`config.mk`:
```
export PLATFORM = sky130hd
export DESIGN_NAME = pid_seq
export DESIGN_NICKNAME = d
export VERILOG_FILES = /design/src/rtl/pid_pkg.sv /design/src/rtl/pid_seq_sat.sv /design/src/rtl/pid_seq.sv
export SDC_FILE = /design/constraint.sdc
export NUM_CORES = 1
export LEC_CHECK = 0
export BUFFER_PORTS_ARGS = -buffer_cell sky130_fd_sc_hd__clkbuf_2
export CAP_MARGIN = 20
export CELL_PAD_IN_SITES_DETAIL_PLACEMENT = 0
export CELL_PAD_IN_SITES_GLOBAL_PLACEMENT = 1
export CORE_UTILIZATION = 44
export DETAILED_ROUTE_END_ITERATION = 8
export PLACE_DENSITY_LB_ADDON = 0.1
export SYNTH_ARGS = -nofsm -noshare
export SYNTH_HDL_FRONTEND = slang
export SYNTH_SLANG_ARGS = --single-unit
```
`constraint.sdc`:
```
create_clock -name clk -period 4.6 [get_ports clk]
set_input_delay 0.23 -clock clk [delete_from_list [all_inputs] [get_ports clk]]
set_output_delay 0.23 -clock clk [all_outputs]
set_load 0.01 [all_outputs]
```
`src/rtl/pid_pkg.sv`:
```
// Shared types, widths and the saturation helper for the PID sequencer.
// Optional feature macro used by pid_seq: PID_ANTIWINDUP_EN.
package pid_pkg;

  localparam int ERR_W  = 10;
  localparam int OUT_W  = 12;
  localparam int INT_W  = 15;
  localparam int P_W    = 14;
  localparam int D_W    = 13;
  localparam int DIFF_W = 7;
  localparam int COEF_W = 6;
  localparam int PROD_W = COEF_W + ERR_W;

  typedef enum logic [2:0] {
    IDLE,
    MUL_P,
    MUL_D,
    INTEG,
    SUM
  } state_e;

  // Clamp a sign-extended value to the range of a w-bit two's complement number.
  function automatic logic signed [31:0] sat_signed(input logic signed [31:0] v, input int w);
    logic signed [31:0] hi;
    logic signed [31:0] lo;
    hi = (32'sd1 <<< (w - 1)) - 32'sd1;
    lo = -(32'sd1 <<< (w - 1));
    if (v > hi)      return hi;
    else if (v < lo) return lo;
    else             return v;
  endfunction

endpackage

```
`src/rtl/pid_seq_sat.sv`:
```
// Parameterised signed saturator: clamps an IN_W-bit signed value into OUT_W bits.
// Used by pid_seq for the derivative difference, the integrator and the final sum.
module sat_signed #(
  parameter int IN_W  = 16,
  parameter int OUT_W = 15
) (
  input  logic signed [IN_W-1:0]  din,
  output logic signed [OUT_W-1:0] dout
);

  logic signed [31:0] wide;

  always_comb begin
    wide = pid_pkg::sat_signed(32'(din), OUT_W);
    dout = OUT_W'(wide);
  end

endmodule

```
`src/rtl/pid_seq.sv`:
```
// PID term sequencer: one shared 6x10 signed multiplier, P/D/I terms summed and saturated.
// Build option: define PID_ANTIWINDUP_EN to freeze the integrator after a saturated output.
module pid_seq
  import pid_pkg::*;
#(
  parameter logic signed [COEF_W-1:0] P_COEFF = 6'sh03,
  parameter logic signed [COEF_W-1:0] D_COEFF = 6'sh0B,
  parameter int                       I_SHIFT = 4
) (
  input  logic                    clk,
  input  logic                    rst_n,
  input  logic signed [ERR_W-1:0] err_sat,
  input  logic                    err_vld,
  input  logic                    moving,
  output logic                    busy,
  output logic signed [OUT_W-1:0] pid_out,
  output logic                    pid_vld,
  output logic                    ovr
);

  localparam int ISUM_W = INT_W + 1;

  state_e                  state_q, state_d;
  logic signed [ERR_W-1:0] err_cur_q, err_cur_d;
  logic signed [ERR_W-1:0] prev_err_q, prev_err_d;
  logic signed [P_W-1:0]   p_q, p_d;
  logic signed [D_W-1:0]   d_q, d_d;
  logic signed [INT_W-1:0] integ_q, integ_d;
  logic signed [OUT_W-1:0] pid_out_q, pid_out_d;
  logic                    pid_vld_q, pid_vld_d;
  logic                    busy_q, busy_d;
  logic                    ovr_q, ovr_d;
`ifdef PID_ANTIWINDUP_EN
  logic                    sat_last_q, sat_last_d;
  logic                    sum_sat;
`endif

  logic signed [ERR_W-1:0]  diff;
  logic signed [DIFF_W-1:0] diff_sat;
  logic signed [ISUM_W-1:0] integ_sum;
  logic signed [INT_W-1:0]  integ_clip;
  logic signed [INT_W-1:0]  sum;
  logic signed [OUT_W-1:0]  sum_clip;
  logic signed [COEF_W-1:0] mul_a;
  logic signed [ERR_W-1:0]  mul_b;
  logic signed [PROD_W-1:0] mul_prod;

  // Difference is deliberately kept at error width before the 7-bit clamp.
  assign diff      = err_cur_q - prev_err_q;
  assign integ_sum = ISUM_W'(integ_q) + ISUM_W'(err_cur_q);
  assign sum       = INT_W'(p_q) + (integ_q >>> I_SHIFT) + INT_W'(d_q);
`ifdef PID_ANTIWINDUP_EN
  assign sum_sat   = (sum != INT_W'(sum_clip));
`endif

  sat_signed #(.IN_W(ERR_W),  .OUT_W(DIFF_W)) u_sat_diff  (.din(diff),      .dout(diff_sat));
  sat_signed #(.IN_W(ISUM_W), .OUT_W(INT_W))  u_sat_integ (.din(integ_sum), .dout(integ_clip));
  sat_signed #(.IN_W(INT_W),  .OUT_W(OUT_W))  u_sat_sum   (.din(sum),       .dout(sum_clip));

  // Single multiplier: operands steered by state, P term by default.
  always_comb begin
    mul_a = P_COEFF;
    mul_b = err_cur_q;
    if (state_q == MUL_D) begin
      mul_a = D_COEFF;
      mul_b = ERR_W'(diff_sat);
    end
    mul_prod = PROD_W'(mul_a) * PROD_W'(mul_b);
  end

  always_comb begin
    // NOTE: every _d gets a default first so no path through the case infers a latch.
    state_d    = state_q;
    err_cur_d  = err_cur_q;
    prev_err_d = prev_err_q;
    p_d        = p_q;
    d_d        = d_q;
    integ_d    = integ_q;
    pid_out_d  = pid_out_q;
    pid_vld_d  = 1'b0;
    busy_d     = busy_q;
    ovr_d      = ovr_q;
`ifdef PID_ANTIWINDUP_EN
    sat_last_d = sat_last_q;
`endif

    if (err_vld && (state_q != IDLE)) ovr_d = 1'b1;

    case (state_q)
      IDLE: begin
        if (err_vld) begin
          err_cur_d = err_sat;
          busy_d    = 1'b1;
          state_d   = MUL_P;
        end
      end
      MUL_P: begin
        p_d     = P_W'(mul_prod);
        state_d = MUL_D;
      end
      MUL_D: begin
        d_d        = D_W'(mul_prod);
        prev_err_d = err_cur_q;
        state_d    = INTEG;
      end
      INTEG: begin
        if (!moving) begin
          integ_d = '0;
`ifdef PID_ANTIWINDUP_EN
        end else if (!sat_last_q) begin
`else
        end else begin
`endif
          integ_d = integ_clip;
        end
        state_d = SUM;
      end
      SUM: begin
        pid_out_d  = sum_clip;
        pid_vld_d  = 1'b1;
        busy_d     = 1'b0;
`ifdef PID_ANTIWINDUP_EN
        sat_last_d = sum_sat;
`endif
        state_d    = IDLE;
      end
      default: state_d = IDLE;
    endcase
  end

  always_ff @(posedge clk or negedge rst_n) begin
    if (!rst_n) begin
      state_q    <= IDLE;
      err_cur_q  <= '0;
      prev_err_q <= '0;
      p_q        <= '0;
      d_q        <= '0;
      integ_q    <= '0;
      pid_out_q  <= '0;
      pid_vld_q  <= 1'b0;
      busy_q     <= 1'b0;
      ovr_q      <= 1'b0;
`ifdef PID_ANTIWINDUP_EN
      sat_last_q <= 1'b0;
`endif
    end else begin
      // NOTE: non-blocking so every flop samples the pre-edge values of its peers.
      state_q    <= state_d;
      err_cur_q  <= err_cur_d;
      prev_err_q <= prev_err_d;
      p_q        <= p_d;
      d_q        <= d_d;
      integ_q    <= integ_d;
      pid_out_q  <= pid_out_d;
      pid_vld_q  <= pid_vld_d;
      busy_q     <= busy_d;
      ovr_q      <= ovr_d;
`ifdef PID_ANTIWINDUP_EN
      sat_last_q <= sat_last_d;
`endif
    end
  end

  assign busy    = busy_q;
  assign pid_out = pid_out_q;
  assign pid_vld = pid_vld_q;
  assign ovr     = ovr_q;

endmodule

```
==> After elaboration in Yosys (flattened, before gate mapping) <==
Cells that the tools add are included.
Widths: inputs -> output; s select.
{ "classes": {"addsub": 4, "mul": 1, "magnitude_cmp": 6, "eq_ne": 5, "muxes": 14, "n_reduce_logical": 6} }
{ "ops": {"columns": ["operator", "count"], "rows": [
  ["$mux 15", 3],
  ["$mux 12", 2],
  ["$add 15x10->16", 1],
  ["$gt 16x15->1 const B", 1],
  ["$lt 16x15->1 const B", 1],
  ["$add 14x11->15", 1],
  ["$add 15x13->15", 1],
  ["$gt 15x12->1 const B", 1],
  ["$lt 15x12->1 const B", 1],
  ["$mul 5x10->14", 1],
  ["$mux 7", 2],
  ["$pmux 3 s4", 1],
  ["$gt 10x7->1 const B", 1],
  ["$lt 10x7->1 const B", 1],
  ["$mux 10", 1],
  ["$sub 10x10->10", 1],
  ["$eq 3x2->1 const B", 2],
  ["$mux 4", 1],
  ["$reduce_and 2->1", 2],
  ["$eq 3x1->1 const B", 1],
  ["$eq 3x3->1 const B", 1],
  ["$logic_not 3->1", 1],
  ["$mux 3", 1],
  ["$reduce_bool 3->1", 1],
  ["5 further kinds", 6]
]} }
{ "word_totals": {"regBits": 80, "in_bits": 14, "output_inout_bits": 15, "elab_cells": 46} }

==> Logic depth before layout (Yosys ltp) <==
Gate-level depths: netlist of run 1.
{ "depth": {"ltp_word": 6, "mapped_depth": 23, "mapped_depth_nobuf": 22} }

==> By module <==
A second synthesis of run 1 with hierarchy kept.
{ "hier_totals": {"hier_cells": 714, "hier_area_um2": 6523.8} }
{ "by_module_without_submodules": {"columns": ["module", "instances", "cells_per_inst", "area_per_inst_um2", "seq_area_each_um2"], "rows": [
  ["pid_seq", 1, 633, 5973.2, 2001.9],
  ["sat_signed (u_sat_sum)", 1, 41, 272.8, 0.0],
  ["sat_signed (u_sat_integ)", 1, 19, 142.6, 0.0],
  ["sat_signed (u_sat_diff)", 1, 21, 135.1, 0.0]
]} }

==> Least setup slack after synthesis of run 1 <==
Ideal clock, no wire load.
{ "synth_timing": {"kind": "register -> register", "startpoint": "register err_cur_q[0]", "endpoint": "register d_q[12]", "arrival_time_ps": 4784, "slack_ps": -319, "stages_incl_launch_ff": 24, "path_buffers": 1, "synth_period_minus_slack_ps": 4919, "path_cell_list": "dfrtp_1 > inv_1 > ha_1 > inv_1 > fa_1 > a211oi_1 > o21ai_0 > a21oi_1 > xor2_1 > nand4_1 > nand2_1 > buf_2 > a21oi_1 > ha_1 > inv_1 > fa_1 > inv_1 > ha_1 > or2_2 > a21oi_1 > a311oi_1 > a211oi_1 > xnor2_1 > o21ai_0"} }
{ "synth_via": {"elab_chain_len": 6, "elab_cells_between_ends": 7, "cone_classes": "add/sub (1); mul (1); order compare (2); mux (3)"} }
{ "synth_lines": {"columns": ["element", "line_no", "source"], "rows": [
  ["start, declared", "pid_seq.sv:24", "logic signed [ERR_W-1:0] err_cur_q, err_cur_d;"],
  ["start signal, assigned", "pid_seq.sv:149", "err_cur_q <= err_cur_d;"],
  ["$sub 10x10->10", "pid_seq.sv:49", "assign diff = err_cur_q - prev_err_q;"],
  ["$lt 10x7->1", "pid_pkg.sv:29", "else if (v < lo) return lo;"],
  ["$mux 7", "pid_pkg.sv:29", null],
  ["$mux 7", "pid_pkg.sv:28", "if (v > hi) return hi;"],
  ["$mux 10 *", "pid_seq.sv:64", "if (state_q == MUL_D) begin"],
  ["$mul 5x10->14 *", "pid_seq.sv:68", "mul_prod = PROD_W'(mul_a) * PROD_W'(mul_b);"],
  ["end signal, assigned", "pid_seq.sv:137", "d_q <= '0;"],
  ["end signal, assigned", "pid_seq.sv:152", "d_q <= d_d;"],
  ["end, declared", "pid_seq.sv:27", "logic signed [D_W-1:0] d_q, d_d;"]
]} }
Mark *: on every way between the ends. The rest lies on a longest branch, timed or not.
A chain may end at the register's enable or synchronous reset.

==> Final worst setup path of run 1 <==
{ "layout_timing": {"startpoint": "register err_cur_q[0]", "endpoint": "register p_q[9]"} }
{ "layout_via": {"elab_chain_len": 6, "elab_cells_between_ends": 7, "cone_classes": "add/sub (1); mul (1); order compare (2); mux (3)"} }
{ "layout_lines": {"columns": ["element", "line_no", "source"], "rows": [
  ["$sub 10x10->10", "pid_seq.sv:49", null],
  ["$lt 10x7->1", "pid_pkg.sv:29", null],
  ["$mux 7", "pid_pkg.sv:29", null],
  ["$mux 7", "pid_pkg.sv:28", null],
  ["$mux 10 *", "pid_seq.sv:64", null],
  ["$mul 5x10->14 *", "pid_seq.sv:68", null],
  ["end signal, assigned", "pid_seq.sv:151", "p_q <= p_d;"],
  ["end, declared", "pid_seq.sv:26", "logic signed [P_W-1:0] p_q, p_d;"]
]} }
Marked as above.

==> run_summary.xml, run 1 <==
<?xml version="1.0" encoding="UTF-8"?>
<metrics>
  <group name="logic_synthesis">
    <metric name="postSynthNetCount" unit="">752</metric>
    <metric name="ys_warn_count" unit="">0</metric>
    <metric name="syn_area" unit="µm²">6170</metric>
    <metric name="post_synth_edffs" unit="">0</metric>
    <metric name="postSynthCellCount" unit="">656</metric>
    <metric name="postSynthAreaPerCell" unit="µm²">9.40</metric>
    <metric name="ys_seq_area_share" unit="%">32.5</metric>
    <metric name="synthMostInstantiatedCell" unit="">nand2_1</metric>
    <metric name="synth-main-ff-cell" unit="">dfrtp_1</metric>
    <metric name="synthDominantCellAreaShare" unit="%">32.5</metric>
    <metric name="synth_top_cell_by_area" unit="">dfrtp_1</metric>
    <metric name="post_synth_main_area_contributors" unit="">dfrtp_1, ha_1, fa_1</metric>
    <metric name="yosys_register_bits" unit="">80</metric>
    <metric name="distinct_cell_type_count_after_synthesis" unit="">67</metric>
    <metric name="synth_async_sr_flop_share" unit="%">100</metric>
    <metric name="synth_top_cells_by_count" unit="">nand2_1, dfrtp_1, ha_1, o21ai_0, a21oi_1</metric>
  </group>
  <group name="routing">
    <metric name="wirelength_met1" unit="mm">7.38</metric>
    <metric name="drt_pass1_iterations" unit="">5</metric>
    <metric name="routed_wl" unit="mm">15.0</metric>
    <metric name="ant_nets" unit="">0</metric>
    <metric name="routed_via_density" unit="">5.43</metric>
    <metric name="routed-wl-met3" unit="µm">313</metric>
    <metric name="num_vias" unit="">4957</metric>
    <metric name="top_layer" unit="">met4</metric>
    <metric name="routed_wire_length_on_met2" unit="mm">7.02</metric>
    <metric name="wl_per_cell" unit="µm">16.5</metric>
    <metric name="violation_count_after_the_first_detailed_route_iteration" unit="">236</metric>
    <metric name="remaining_drc_errors" unit="">0</metric>
  </group>
  <group name="setup_path">
    <metric name="cp_slowest_stage_delay" unit="ns">0.47</metric>
    <metric name="crit_path_frequent_cell" unit="">inv_2</metric>
    <metric name="critical_path_required_time" unit="ns">4.87</metric>
    <metric name="end_kind" unit="">flop</metric>
    <metric name="rrSetupSlack" unit="ns">-0.03</metric>
    <metric name="worstSetupPathType" unit="">flop to flop</metric>
    <metric name="r2r-start" unit="">err_cur_q[0]$_DFFE_PN0P_</metric>
    <metric name="cp.buffers_inverters" unit="">5</metric>
    <metric name="rr_endpoint" unit="">p_q[9]$_DFFE_PN0P_</metric>
    <metric name="r2r.worst_path.cells" unit="">21</metric>
    <metric name="start_kind" unit="">flop</metric>
    <metric name="path_max_fanout" unit="">3</metric>
    <metric name="library_cell_contributing_the_largest_single_delay_on_the_critical_path" unit="">fa_1</metric>
    <metric name="cp_data_arrival_time" unit="ns">4.90</metric>
    <metric name="path_delay_family" unit="">adder cells</metric>
    <metric name="crit_chain" unit="">inv_2, ha_4, inv_2, fa_2, a211oi_2, o21ai_1, a21oi_2, xor2_2, nand4_1, buf_4, a32o_2, ha_4, fa_1, ha_1, inv_2, o21bai_1, a21o_1, a21oi_2, buf_4, or4_1, nand3_1</metric>
  </group>
  <group name="clocking">
    <metric name="cts_made_buffers" unit="">9</metric>
    <metric name="cts-root-to-sink-buffers" unit="">2</metric>
    <metric name="clock_latency" unit="ns">0.34</metric>
    <metric name="worst_setup_hold_path_clk_slew" unit="ns">0.06</metric>
    <metric name="h-tree-depth" unit="">3</metric>
    <metric name="tritoncts" unit="">done</metric>
    <metric name="cts-root-buf" unit="">clkbuf_16</metric>
    <metric name="clk_sink_count" unit="">80</metric>
  </group>
  <group name="grt">
    <metric name="grt_antenna_before_repair" unit="">0</metric>
    <metric name="grt_use_total" unit="%">22.3</metric>
    <metric name="grt_pass1_vias" unit="">5034</metric>
    <metric name="globalRoute.totalOverflow" unit="">0</metric>
    <metric name="grt_max_degree" unit="">81</metric>
    <metric name="wire_length_of_the_first_global_routing_pass" unit="mm">25.0</metric>
  </group>
  <group name="timing">
    <metric name="maxSlewViolCount" unit="">0</metric>
    <metric name="max_slew_margin" unit="%">49.8</metric>
    <metric name="layout_min_cycle_time" unit="ns">4.63</metric>
    <metric name="setup_total_negative_slack" unit="ns">-0.0738</metric>
    <metric name="rsz0062_at_grt" unit="">true</metric>
    <metric name="max_freq" unit="MHz">216</metric>
    <metric name="final-setup-viol-count" unit="">3</metric>
    <metric name="report.final.hold_viol_count" unit="">0</metric>
    <metric name="fin_skew" unit="ns">0.00493</metric>
    <metric name="final.period_utilization" unit="%">101</metric>
    <metric name="post-route-worst-setup-slack" unit="ns">-0.0323</metric>
    <metric name="worst_slew_pin_slew" unit="ns">0.753</metric>
  </group>
  <group name="floorplanning">
    <metric name="coreArea" unit="µm²">13500</metric>
    <metric name="io_pins" unit="">29</metric>
    <metric name="die_y" unit="µm">120</metric>
    <metric name="die_width" unit="µm">120</metric>
    <metric name="die-area" unit="µm²">14500</metric>
    <metric name="placement_rows" unit="">42</metric>
    <metric name="start_util" unit="%">45.9</metric>
  </group>
  <group name="final_layout">
    <metric name="layout.filler_cells" unit="">1231</metric>
    <metric name="number_of_antenna_cells_inserted" unit="">0</metric>
    <metric name="drive_gt1_share" unit="%">23.6</metric>
    <metric name="area_growth" unit="%">21.5</metric>
    <metric name="nets" unit="">828</metric>
  </group>
  <group name="place">
    <metric name="place_congestion" unit="">0.837</metric>
    <metric name="numPortBuffers" unit="">28</metric>
    <metric name="place_hpwl" unit="mm">11.3</metric>
  </group>
  <group name="min_path">
    <metric name="critical_hold_path_startpoint" unit="">err_sat[0]</metric>
    <metric name="whs_path_depth" unit="">3</metric>
    <metric name="hold-path-endpoint" unit="">err_cur_q[0]$_DFFE_PN0P_</metric>
    <metric name="min_path_type" unit="">input pin to flop</metric>
  </group>
  <group name="run_status">
    <metric name="run_status" unit="">finished, violations left</metric>
    <metric name="violations" unit="">negative setup slack</metric>
  </group>
  <group name="flow_run">
    <metric name="max_cap_viol_count" unit="">0</metric>
  </group>
</metrics>
-- metrics by stage --
stage | worst slack [ns] | utilization, % | hold WS (ns) | instances | area [µm²]
after floorplan | 0.0601 | - | -0.0656 | 656 | 6190
after global placement | -0.0974 | 50.6 | 0.450 | 884 | 6800
after detailed placement | -0.281 | 50.6 | 0.454 | 884 | 6800
after CTS | -0.0251 | 54.5 | 0.107 | 905 | 7330
after global routing | -0.287 | 55.7 | 0.119 | 913 | 7500
final | -0.0323 | 55.7 | 0.121 | 913 | 7500
-- area by class of cell --
type | count | area (µm²) | area share (%)
Multi-Input combinational cell | 515 | 4150 | 55.4
Sequential cell | 80 | 2000 | 26.7
Timing Repair Buffer | 85 | 601 | 8.01
Clock buffer | 11 | 243 | 3.24
Tap cell | 176 | 220 | 2.94
Inverter | 41 | 154 | 2.05
Clock inverter | 5 | 128 | 1.70
-- cell families after synthesis --
group | synth area share, %
AOI/OAI and AO/OA | 22.5
xor gates and xnor gates | 5.54
adders and majority gates | 19.4
buffers and inverters | 3.94
DFF | 32.5
muxes | 2.49
and+or+nand+nor | 13.7
-- worst min-delay path: cells and delay by family --
family / cells / cell delay (ns)
buf+inv: 1 / 0.08
compound gates: 1 / 0.07
simple gates: 1 / 0.04
-- repair_timing --
action,CTS,global route
endpoints found under the hold margin,0,36
setup endpoints to repair,15,15
hold buffers,0,1
pin swaps,32,15
cloned,0,0
resized for setup,30,21
setup buffers,5,6
-- cell usage in the layout (no fill, tap or decap), types with 11 or more instances in the layout --
| cell | count |
|---|---|
| dfrtp_1 | 80 |
| mux2_2 | 11 |
| a21oi_1 | 33 |
| fa_1 | 21 |
| inv_1 | 37 |
| o21ai_0 | 45 |
| a221o_1 | 11 |
| buf_4 | 52 |
| nor2_1 | 32 |
| a21o_1 | 14 |
| xor2_1 | 19 |
| clkbuf_2 | 27 |
| xnor2_1 | 17 |
| nand3_1 | 11 |
| nand2_1 | 81 |
| ha_1 | 53 |
-- state kept, by name (all words and copies together) (netlist names) --
register	count
integ_q	15
pid_out	12
d_q	13
p_q	14
prev_err_q	10
pid_vld	1
state_q	3
busy	1
ovr	1
err_cur_q	10
-- layer usage --
layer | vias up | global-route usage (%)
met2 | 49 | 36.4
met1 | 2388 | 30.2
met3 | 21 | 3.63
li1 | 2499 | -
met5 | - | 0
met4 | 0 | 7.41
-- worst max-delay path by stage --
stage	start	end	slack, ns	depth (start not counted)
after floorplan	err_cur_q[0]$_DFFE_PN0P_	d_q[12]$_DFFE_PN0N_	0.06	23
after global placement	err_cur_q[0]$_DFFE_PN0P_	p_q[11]$_DFFE_PN0P_	-0.1	22
after detailed placement	err_cur_q[0]$_DFFE_PN0P_	p_q[8]$_DFFE_PN0P_	-0.28	22
after CTS	err_cur_q[0]$_DFFE_PN0P_	p_q[12]$_DFFE_PN0P_	-0.03	22
after global routing	err_cur_q[0]$_DFFE_PN0P_	d_q[12]$_DFFE_PN0N_	-0.29	23
final	err_cur_q[0]$_DFFE_PN0P_	p_q[9]$_DFFE_PN0P_	-0.03	21
Power of run 1 is not shown: default switching activity piles up to over one toggle a cycle in this logic, so the estimate is an artifact.
==> run 2, diff against run 1 <==
CTS_BUF_LIST = sky130_fd_sc_hd__clkbuf_8 sky130_fd_sc_hd__clkbuf_16   (was unset)
GPL_ROUTABILITY_DRIVEN = 0   (was unset)
==> run 2 against run 1 <==
The flow still finishes with violations (negative setup slack). Critical endpoint unchanged. Non-clock buffer count did not move. Core utilization did not move. Die area did not move. Worst hold slack got worse by 0.0013 ns. Clock-buffer cell count fell by 1. Via count fell by 0.16%. Worst setup slack got worse by 0.0037 ns. First-iteration DRC count did not move. Final cell count did not move. Clock skew rose by 0.0019 ns. Critical path type unchanged. Critical path depth did not move. Flip-flop and latch count did not move.
==> run_summary.xml, run 2 (same netlist as run 1, synthesis figures left out) <==
<?xml version="1.0" encoding="UTF-8"?>
<metrics>
  <group name="timing">
    <metric name="rsz0062_at_grt" unit="">true</metric>
    <metric name="report.final.hold_viol_count" unit="">0</metric>
    <metric name="layout_min_cycle_time" unit="ns">4.64</metric>
    <metric name="final.period_utilization" unit="%">101</metric>
    <metric name="maxSlewViolCount" unit="">0</metric>
    <metric name="max_slew_margin" unit="%">50.2</metric>
    <metric name="worst_slew_pin_slew" unit="ns">0.747</metric>
    <metric name="max_freq" unit="MHz">216</metric>
    <metric name="fin_skew" unit="ns">0.00687</metric>
    <metric name="post-route-worst-setup-slack" unit="ns">-0.0360</metric>
    <metric name="final-setup-viol-count" unit="">3</metric>
  </group>
  <group name="grt">
    <metric name="globalRoute.totalOverflow" unit="">0</metric>
    <metric name="grt_max_degree" unit="">81</metric>
    <metric name="grt_pass1_vias" unit="">5034</metric>
    <metric name="wire_length_of_the_first_global_routing_pass" unit="mm">25.0</metric>
    <metric name="grt_use_total" unit="%">22.3</metric>
    <metric name="grt_antenna_before_repair" unit="">0</metric>
  </group>
  <group name="setup_path">
    <metric name="worstSetupPathType" unit="">flop to flop</metric>
    <metric name="critical_path_required_time" unit="ns">4.87</metric>
    <metric name="crit_chain" unit="">inv_2, ha_4, inv_2, fa_2, a211oi_2, o21ai_1, a21oi_2, xor2_2, nand4_1, buf_4, a32o_2, ha_4, fa_1, ha_1, inv_2, o21bai_1, a21o_1, a21oi_2, buf_4, or4_1, nand3_1</metric>
    <metric name="cp_slowest_stage_delay" unit="ns">0.47</metric>
    <metric name="worst_setup_path_startpoint" unit="">err_cur_q[0]$_DFFE_PN0P_</metric>
    <metric name="cp_data_arrival_time" unit="ns">4.91</metric>
    <metric name="crit_path_frequent_cell" unit="">inv_2</metric>
    <metric name="start_kind" unit="">flop</metric>
    <metric name="library_cell_contributing_the_largest_single_delay_on_the_critical_path" unit="">fa_1</metric>
    <metric name="path_max_fanout" unit="">3</metric>
    <metric name="end_kind" unit="">flop</metric>
    <metric name="rrSetupSlack" unit="ns">-0.04</metric>
    <metric name="r2r-start" unit="">err_cur_q[0]$_DFFE_PN0P_</metric>
  </group>
  <group name="final_layout">
    <metric name="multi_input_gate_area_in_the_final_layout" unit="µm²">4150</metric>
    <metric name="layout.filler_cells" unit="">1231</metric>
    <metric name="area_growth" unit="%">21.5</metric>
    <metric name="nets" unit="">828</metric>
    <metric name="layout_top_registers" unit="">integ_q: 15 flops, p_q: 14 flops, d_q: 13 flops</metric>
    <metric name="top_register" unit="">integ_q</metric>
    <metric name="final_cell_count_no_fill" unit="">913</metric>
    <metric name="mostFrequentLayoutCells" unit="">nand2_1, dfrtp_1, ha_1</metric>
    <metric name="drive_gt1_share" unit="%">23.6</metric>
    <metric name="number_of_antenna_cells_inserted" unit="">0</metric>
    <metric name="mostFrequentLayoutCell" unit="">nand2_1</metric>
    <metric name="ff_latch_area" unit="µm²">2000</metric>
    <metric name="largest_register_ff_count" unit="">15</metric>
  </group>
  <group name="run_status">
    <metric name="run_status" unit="">finished, violations left</metric>
    <metric name="violations" unit="">negative setup slack</metric>
  </group>
  <group name="min_path">
    <metric name="min_path_type" unit="">input pin to flop</metric>
    <metric name="critical_hold_path_startpoint" unit="">err_sat[0]</metric>
  </group>
  <group name="floorplanning">
    <metric name="start_util" unit="%">45.9</metric>
    <metric name="placement_rows" unit="">42</metric>
    <metric name="io_pins" unit="">29</metric>
    <metric name="die_y" unit="µm">120</metric>
    <metric name="coreArea" unit="µm²">13500</metric>
    <metric name="die_width" unit="µm">120</metric>
    <metric name="die-area" unit="µm²">14500</metric>
  </group>
  <group name="clocking">
    <metric name="cts-root-to-sink-buffers" unit="">2</metric>
    <metric name="clock_latency" unit="ns">0.34</metric>
    <metric name="worst_setup_hold_path_clk_slew" unit="ns">0.06</metric>
    <metric name="h-tree-depth" unit="">3</metric>
    <metric name="clk_sink_count" unit="">80</metric>
    <metric name="cts-root-buf" unit="">clkbuf_16</metric>
    <metric name="cts_made_buffers" unit="">9</metric>
    <metric name="tritoncts" unit="">done</metric>
  </group>
  <group name="routing">
    <metric name="routed_wl" unit="mm">15.0</metric>
    <metric name="drt_pass1_iterations" unit="">5</metric>
    <metric name="remaining_drc_errors" unit="">0</metric>
    <metric name="wl_per_cell" unit="µm">16.5</metric>
    <metric name="routed_via_density" unit="">5.42</metric>
    <metric name="ant_nets" unit="">0</metric>
    <metric name="violation_count_after_the_first_detailed_route_iteration" unit="">236</metric>
    <metric name="num_vias" unit="">4949</metric>
  </group>
  <group name="place">
    <metric name="place_hpwl" unit="mm">11.3</metric>
    <metric name="place.detailed.instances" unit="">884</metric>
    <metric name="numPortBuffers" unit="">28</metric>
  </group>
  <group name="flow_run">
    <metric name="max_cap_viol_count" unit="">0</metric>
  </group>
</metrics>
## run 2: layout make-up
type / instances / share of cell area [%]
Multi-Input combinational cell: 515 / 55.4
Clock inverter: 6 / 1.75
Inverter: 41 / 2.05
Timing Repair Buffer: 85 / 8.01
Sequential cell: 80 / 26.7
Clock buffer: 10 / 3.19
Tap cell: 176 / 2.94
## run 2: timing repair
action / CTS / global route
hold buffers: 0 / 1
buffers inserted: 5 / 6
pin swaps: 32 / 15
setup endpoints to repair: 15 / 15
resized for setup: 30 / 21
endpoints found under the hold margin: 0 / 36
## run 2: path summary, 6_finish.rpt
kind                                       endpoint  cells after the start
setup / recovery                 p_q[9]$_DFFE_PN0P_                     21
hold / removal             err_cur_q[0]$_DFFE_PN0P_                      3
setup reg to reg                 p_q[9]$_DFFE_PN0P_                     21
hold reg to reg                     ovr$_DFFE_PN0P_                      1
max in group asynchronous        p_q[9]$_DFFE_PN0P_                      3
min in group asynchronous   integ_q[13]$_DFFE_PN0P_                      2
## run 2: critical path: cells and delay by family (launching register included)
family | cells | cell delay (ns)
adder cells (fa/ha/maj) | 5 | 1.54
AND/OR/NAND/NOR | 3 | 0.69
flip-flops | 1 | 0.39
XOR/XNOR | 1 | 0.25
buffers and inverters | 5 | 0.49
AO/OA/AOI/OAI | 7 | 1.23
## run 2: layer usage
| metal | routed length (µm) | GRT usage, % | vias up |
|---|---|---|---|
| li1 | - | - | 2499 |
| met1 | 7340 | 30.2 | 2376 |
| met2 | 7030 | 36.4 | 55 |
| met3 | 356 | 3.63 | 19 |
| met4 | 315 | 7.41 | 0 |
| met5 | 0 | 0 | - |
## run 2: stage by stage
| step | setup slack, ns | hold WS (ns) | area (µm²) | setup TNS (ns) | utilization [%] |
|---|---|---|---|---|---|
| 2_1_floorplan | 0.0601 | -0.0656 | 6190 | 0 | - |
| 3_3_place_gp | -0.0974 | 0.450 | 6800 | -0.609 | 50.6 |
| 3_5_place_dp | -0.281 | 0.454 | 6800 | -2.80 | 50.6 |
| 4_1_cts | -0.0254 | 0.107 | 7330 | -0.0329 | 54.5 |
| 5_1_grt | -0.287 | 0.119 | 7500 | -2.24 | 55.7 |
| 6_report | -0.0360 | 0.120 | 7500 | -0.0852 | 55.7 |
Power of run 2 is left out for the same reason.
